`config.mk`:
```
export PLATFORM = sky130hd
export DESIGN_NAME = ahb_read_slave
export DESIGN_NICKNAME = d
export VERILOG_FILES = /design/src/rtl/ahb_pkg.sv /design/src/rtl/ahb_access_check.sv /design/src/rtl/ahb_read_slave.sv
export SDC_FILE = /design/constraint.sdc
export NUM_CORES = 1
export LEC_CHECK = 0
export CAP_MARGIN = 20
export CORE_AREA = 3 3 122 124
export CTS_CLUSTER_DIAMETER = 100
export DETAILED_ROUTE_END_ITERATION = 8
export DIE_AREA = 0 0 125 127
export PLACE_DENSITY = 0.71
export SETUP_SLACK_MARGIN = 0.02
export SLEW_MARGIN = 20
export SYNTH_ARGS = -nofsm -noshare
export SYNTH_HDL_FRONTEND = slang
export SYNTH_SLANG_ARGS = --single-unit
```
`constraint.sdc`:
```
create_clock -name hclk -period 1.9 [get_ports hclk]
set_clock_uncertainty 0.1 [all_clocks]
set_input_delay 0.475 -clock hclk [delete_from_list [all_inputs] [get_ports hclk]]
set_output_delay 0.475 -clock hclk [all_outputs]
set_load 0.02 [all_outputs]
```
`src/rtl/ahb_pkg.sv`:
```
// Shared AHB-Lite types: transfer encodings, response codes and slave FSM states.
package ahb_pkg;

    typedef enum logic [1:0] {
        HTRANS_IDLE   = 2'd0,
        HTRANS_BUSY   = 2'd1,
        HTRANS_NONSEQ = 2'd2,
        HTRANS_SEQ    = 2'd3
    } htrans_t;

    localparam logic HRESP_OKAY  = 1'b0;
    localparam logic HRESP_ERROR = 1'b1;

    typedef enum logic [1:0] {
        ST_IDLE = 2'd0,
        ST_WAIT = 2'd1,
        ST_ERR1 = 2'd2,
        ST_ERR2 = 2'd3
    } ahb_slv_state_t;

endpackage

```
`src/rtl/ahb_access_check.sv`:
```
// Address-phase decode: word index and legality of a read (write, range, size, alignment).
module ahb_access_check #(
    parameter int DATA_W   = 32,
    parameter int ADDR_W   = 8,
    parameter int NUM_REGS = 8,
    parameter int SEL_W    = (NUM_REGS > 1) ? $clog2(NUM_REGS) : 1
) (
    input  logic [ADDR_W-1:0] haddr,
    input  logic              hwrite,
    input  logic [2:0]        hsize,
    output logic [SEL_W-1:0]  idx,
    output logic              err
);

    localparam int BYTE_SHIFT = $clog2(DATA_W / 8);

    logic [ADDR_W-1:0] idx_full;
    logic              misaligned;

    // NOTE: every output of a combinational block gets a default first so no latch is inferred.
    always_comb begin
        idx_full   = haddr >> BYTE_SHIFT;
        misaligned = 1'b0;
        for (int i = 0; i < ADDR_W; i++) begin
            if (haddr[i] && (i < int'(hsize))) begin
                misaligned = 1'b1;
            end
        end
        err = hwrite
            | ({1'b0, idx_full} >= (ADDR_W + 1)'(NUM_REGS))
            | (hsize > 3'(BYTE_SHIFT))
            | misaligned;
        idx = idx_full[SEL_W-1:0];
    end

endmodule

```
`src/rtl/ahb_read_slave.sv`:
```
// AHB-Lite read-only status slave with configurable wait states, ERROR response
// for illegal accesses and a per-word read strobe for clear-on-read owners.
module ahb_read_slave
    import ahb_pkg::*;
#(
    parameter int DATA_W      = 32,
    parameter int ADDR_W      = 8,
    parameter int NUM_REGS    = 8,
    parameter int WAIT_STATES = 1
) (
    input  logic                       hclk,
    input  logic                       hreset_n,
    input  logic                       hsel,
    input  logic [ADDR_W-1:0]          haddr,
    input  logic [1:0]                 htrans,
    input  logic                       hwrite,
    input  logic [2:0]                 hsize,
    input  logic                       hready,
    input  logic [NUM_REGS*DATA_W-1:0] reg_data,
    output logic [DATA_W-1:0]          hrdata,
    output logic                       hreadyout,
    output logic                       hresp,
    output logic [NUM_REGS-1:0]        rd_strobe
);

    localparam int SEL_W = (NUM_REGS > 1) ? $clog2(NUM_REGS) : 1;

    logic [SEL_W-1:0] dec_idx;
    logic             dec_err;
    logic [SEL_W-1:0] idx_q;
    logic [3:0]       cnt;
    logic             accept;
    ahb_slv_state_t   state;
    logic [DATA_W-1:0] words [NUM_REGS];

    always_comb begin
        for (int i = 0; i < NUM_REGS; i++) begin
            words[i] = reg_data[i*DATA_W +: DATA_W];
        end
    end

    ahb_access_check #(
        .DATA_W   (DATA_W),
        .ADDR_W   (ADDR_W),
        .NUM_REGS (NUM_REGS),
        .SEL_W    (SEL_W)
    ) u_check (
        .haddr  (haddr),
        .hwrite (hwrite),
        .hsize  (hsize),
        .idx    (dec_idx),
        .err    (dec_err)
    );

    assign accept = hsel & hready & htrans[1];

    // NOTE: sequential state uses non-blocking assignments so every register samples pre-edge values.
    always_ff @(posedge hclk or negedge hreset_n) begin
        if (!hreset_n) begin
            state     <= ST_IDLE;
            cnt       <= 4'd0;
            idx_q     <= '0;
            hrdata    <= '0;
            hreadyout <= 1'b1;
            hresp     <= HRESP_OKAY;
            rd_strobe <= '0;
        end else begin
            rd_strobe <= '0;
            case (state)
                ST_WAIT: begin
                    if (cnt == 4'd0) begin
                        state     <= ST_IDLE;
                        hreadyout <= 1'b1;
                        hrdata    <= words[idx_q];
                        rd_strobe <= NUM_REGS'(1) << idx_q;
                    end else begin
                        cnt <= cnt - 4'd1;
                    end
                end
                ST_ERR1: begin
                    state     <= ST_ERR2;
                    hreadyout <= 1'b1;
                    hresp     <= HRESP_ERROR;
                end
                // IDLE and ERR2 both end with a cycle where a new address phase may be accepted
                default: begin
                    state     <= ST_IDLE;
                    hreadyout <= 1'b1;
                    hresp     <= HRESP_OKAY;
                    if (accept) begin
                        if (dec_err) begin
                            state     <= ST_ERR1;
                            hreadyout <= 1'b0;
                            hresp     <= HRESP_ERROR;
                        end else if (WAIT_STATES == 0) begin
                            hrdata    <= words[dec_idx];
                            rd_strobe <= NUM_REGS'(1) << dec_idx;
                        end else begin
                            state     <= ST_WAIT;
                            cnt       <= 4'(WAIT_STATES - 1);
                            idx_q     <= dec_idx;
                            hreadyout <= 1'b0;
                        end
                    end
                end
            endcase
        end
    end

endmodule

```
Word level (Yosys, flattened, before mapping) --
Index checks and enable logic that the tools add are counted.
Operators by class: eq/ne operators 5, order comparisons 10, shift operators 1, mux-type cells 26, add/sub/neg operators 1, bitwise gates (word level) 9, reduce and logical (&&, ||, !) cells 13
Operators by type and width (number):
- 32-bit binary-select mux with 3-bit select | 1
- 32-bit two-way mux | 2
- 8-bit two-way mux | 2
- 4-bit two-way mux | 3
- 1-bit two-way mux | 11
- 3-bit < comparator, first input constant | 3
- 4-bit one-hot mux with 2 select lines | 1
- 1-bit by 3-bit left shift with 8-bit output, first input constant | 1
- 1-bit logical AND | 7
- 6-bit by 4-bit greater-or-equal comparator with 1-bit output, second input constant | 1
- 1-bit by 3-bit < comparator with 1-bit output, first input constant | 2
- 2-bit by 3-bit < comparator with 1-bit output, first input constant | 2
- 2-bit two-way mux | 3
- 4-bit greater-or-equal comparator, second input constant | 1
- 4-bit zero test | 1
- 2-bit inequality test, second input constant | 2
- 3-bit NOT with 4-bit output | 1
- 1-bit one-hot mux with 2 select lines | 2
- 2-bit one-hot mux with 2 select lines | 1
- 4-bit AND reduction | 1
- 4-bit by 1-bit subtractor with 4-bit output, second input constant | 1
- 3-bit by 2-bit > comparator with 1-bit output, second input constant | 1
- 1-bit NOT | 3
- 1-bit OR | 3
- 8 further kinds | 9
Storage, ports and cells: register bits after elaboration 51, input bits 274, logic and storage cells 72

Depth between registers and ports, before layout --
depth after elaboration 13, depth in mapped cells 8

Modules after synthesis --
From an unflattened synthesis, not the netlist that was laid out.
Second synthesis, totals: cells, all modules 414, area total of the unflattened synthesis 4339.2 um^2
Modules (own cells, without submodules):
- ahb_read_slave | area an instance 4282.9 um^2, cells an instance 406, sequential area each 1277.5 um^2, instances 1
- ahb_access_check | area an instance 56.3 um^2, cells an instance 8, sequential area each 0.0 um^2, instances 1

Worst setup path after synthesis --
OpenSTA, ideal clock, no wires.
path kind register to register, from reg cnt[0], to reg hrdata[0], setup slack 0.239 ns, period minus slack after synthesis 1.661 ns, setup time 0.126 ns, stages on the path, launching flop included 8, arrival time 1.436 ns, data required time 1.674 ns, cells stage by stage dfrtp_1 -> inv_1 -> ha_1 -> nor3b_2 -> and2_1 -> buf_4 -> buf_2 -> a21oi_1
On the way: word-level cells in the longest chain between the ends 2
Ends and longest elaborated chain:
- from (decl) | RTL line ahb_read_slave.sv:31 | logic [3:0] cnt;
- from (signal assigned) | RTL line ahb_read_slave.sv:77 | cnt <= cnt - 4'd1;
- from (signal assigned) | RTL line ahb_read_slave.sv:100 | cnt <= 4'(WAIT_STATES - 1);
- 4-bit zero test | RTL line ahb_read_slave.sv:71 | if (cnt == 4'd0) begin
- 2-bit AND reduction (no line)
- to (signal assigned) | RTL line ahb_read_slave.sv:74 | hrdata <= words[idx_q];
- to (signal assigned) | RTL line ahb_read_slave.sv:96 | hrdata <= words[dec_idx];
- to (decl) | RTL line ahb_read_slave.sv:20 | output logic [DATA_W-1:0] hrdata,
No other way between the ends. A chain may end at the register's enable or synchronous reset.

Worst setup path in the final report --
from reg hrdata[22], to out hrdata[22]
No word-level cell between the ends.

==> flow_summary.toml <==
[power_and_ir_drop]
power.leakage_nw = 2.684
ir_worst_vdd_mv = 0.3931
powerDensity_nw_per_um2 = 559.9

[setup_path]
ff2ff_path_depth = 5
cp-start-kind = "register"
slowest_delay_ns = 0.63
worstPathRequired_ns = 1.32
cp_data_arrival_time_ns = 1.27
cp_top_family = "buffers and inverters"
path_max_fanout = 2
crit_type = "register to output pin"
reg2reg_to = "hrdata[29]"
crit_chain = "clkdlybuf4s50_1"
endpoint_kind = "output pin"
path_buf_inv = 1
rr_startpoint = "idx_q[0]"
slowest_stage = "clkdlybuf4s50_1"
rrSetupSlack_ns = 0.08

[placed_design]
port_buffers = 314
dp_hpwl_mm = 13.74
gp_congestion = 0.9113

[global_routing]
grt_use_met2_pct = 36.79
grt_use_met1_pct = 25.67
grtUsageTotal_pct = 20.51
grt.busiest_layer = "met2"
grt_pass1_vias = 4488
grt_max_degree = 52
grt_first_pass_wirelength_mm = 25.41
use_met3_pct = 4.390
grt_overflow = 0
antenna_found_initial = 0

[cts]
clkLatencyLatePin_ns = 0.29
cts_tree = "yes"
htree_levels = 2
cts_num_sinks = 51
cts_made_buffers = 5
cts_hold_buf = 0
cts_root_buffer = "clkbuf_16"
cts.path.max_buffers = 2
path_clk_slew_ns = 0.07

[min_path]
hold_class = "input port to async pin"

[routing]
wl_per_cell_um = 21.85
final_antenna_net_count = 0
routed_via_density = 5.111
drtIter0Drc = 244
firstDrtPassIters = 4
drc = 0
wl_mm = 17.59
vias = 4114

[run]
cap_violations = 0

[synth]
syn_inst = 308
async_flop_share_pct = 100.0
ys_ff_latch = 51
syn_area_um2 = 3955
ys_seq_area_share_pct = 32.30
synth_edf_count = 0
synthDistinctLibCells = 37
syn_nets = 585
postSynthAreaPerCell_um2 = 12.84
ys_warn_count = 0
ys.flop_type = "dfrtp_1"

[timing]
layout_min_cycle_time_ns = 1.849
fin_crit_sh_pct = 97.29
max_freq_ghz = 0.5410
timing.final.setup_violations = 0
rsz0062_at_grt = "true"
fin_tns_setup_ns = 0
slew_violations = 0
hold_viol_final = 0
slew_headroom_pct = 68.31
tightest_slew_ns = 0.4721
fin_hold_ws_ns = 0.09239

[die]
io-pin-count = 316
start_util_pct = 28.49
core_um2 = 13880
dieArea_um2 = 15880
placementRows = 43
die_w_um = 125
dieHeight_um = 127

[run_status]
status = "complete, no violations"

[cells_and_area]
drive_gt1_share_pct = 18.24
syn_to_final_growth_pct = 95.98
final_util_pct = 55.84
final_nets = 901
antenna_cells = 0
what timing repair did:
action,in CTS,in global routing
cloned,0,4
gates resized for setup,9,22
endpoints found under the setup margin,9,47
buffers inserted,0,6
report_power, final:
group	switching [mW]	internal, mW
clock network	0.410	0.755
logic	0.685	1.14
registers	0.124	1.23
total	1.22	3.12
synth_stat cells, types with 2 or more instances:
library cell,instances,area (µm²)
o21ai_0,5,25.02
nand2b_1,7,43.79
a21oi_1,34,170.2
mux2_1,3,33.78
clkbuf_1,2,7.510
buf_4,5,37.54
nand2_1,5,18.77
nand3_1,2,10.01
inv_1,6,22.52
buf_2,13,65.06
mux2i_1,32,320.3
nor3_1,5,25.02
buf_6,9,101.4
nor2_1,42,157.7
a31oi_1,2,12.51
dfrtp_1,50,1251
mux4_2,64,1441
ha_1,3,37.54
final cells by class:
cell class | instances | area, µm²
clock inverter | 3 | 67.56
tap | 180 | 225.2
fill | 1179 | 6130
timing repair buffer | 338 | 3543
clock buffer | 5 | 125.1
sequential | 51 | 1284
multi-input combinational | 222 | 2484
inverter | 6 | 22.52
worst max-delay path by stage:
| stage | to | startpoint | slack [ns] | depth (start not counted) |
|---|---|---|---|---|
| final | hrdata[22] | hrdata[22] | 0.05 | 1 |
| after global routing | hrdata[29] | cnt[0] | -0.006 | 7 |
| after CTS | hrdata[0] | hrdata[0] | 0.02 | 1 |
| after detailed placement | idx_q[2] | haddr[6] | -0.24 | 5 |
| after global placement | idx_q[0] | haddr[6] | -0.20 | 5 |
| after floorplan | hrdata[0] | cnt[0] | 0.24 | 7 |
state kept, by name, indices dropped and copies added, names as in the netlist:
name / flops
idx_q: 3
hrdata: 32
hresp: 1
rd_strobe: 8
cnt: 4
hreadyout: 1
state: 2
metrics by stage:
stage	setup slack, ns	instance area (µm²)	total power [mW]	std cells
6_report	0.05149	7751	4.340	805
3_3_place_gp	-0.2036	7320	3.058	787
3_5_place_dp	-0.2427	7320	3.120	787
5_1_grt	-0.005508	7751	4.577	805
4_1_cts	0.02247	7508	4.302	795
2_1_floorplan	0.2386	3955	2.174	308
per-layer routing:
| metal | wire length (µm) | vias to the layer above |
|---|---|---|
| li1 | - | 1837 |
| met1 | 6823 | 2042 |
| met2 | 9214 | 215 |
| met3 | 1217 | 20 |
| met4 | 333 | 0 |
| met5 | 0 | - |
cells by family after synthesis:
family,synth area share (%)
adders and majority gates,0.9492
and+or+nand+nor,8.226
DFF,32.30
buffers and inverters,5.916
AOI/OAI and AO/OA,6.928
muxes,45.68
cell usage in the layout (no fill, tap or decap), drive strengths merged, types with 2 or more instances in the layout:
cell / Yosys / final
dfrtp: 50 / 50
nand2: 5 / 5
nand2b: 7 / 7
o21ai: 6 / 6
dlygate4sd2: 0 / 8
inv: 6 / 6
buf: 27 / 21
dlymetal6s2s: 0 / 10
ha: 3 / 3
bufinv: 0 / 2
clkdlybuf4s50: 0 / 295
clkbuf: 2 / 9
mux2i: 32 / 32
nor2: 43 / 43
mux2: 4 / 4
mux4: 64 / 64
nand3: 2 / 2
nor3: 5 / 5
nor4: 2 / 2
a31oi: 2 / 2
a21oi: 34 / 34
No activity file was read; power rests on OpenSTA's default activity.
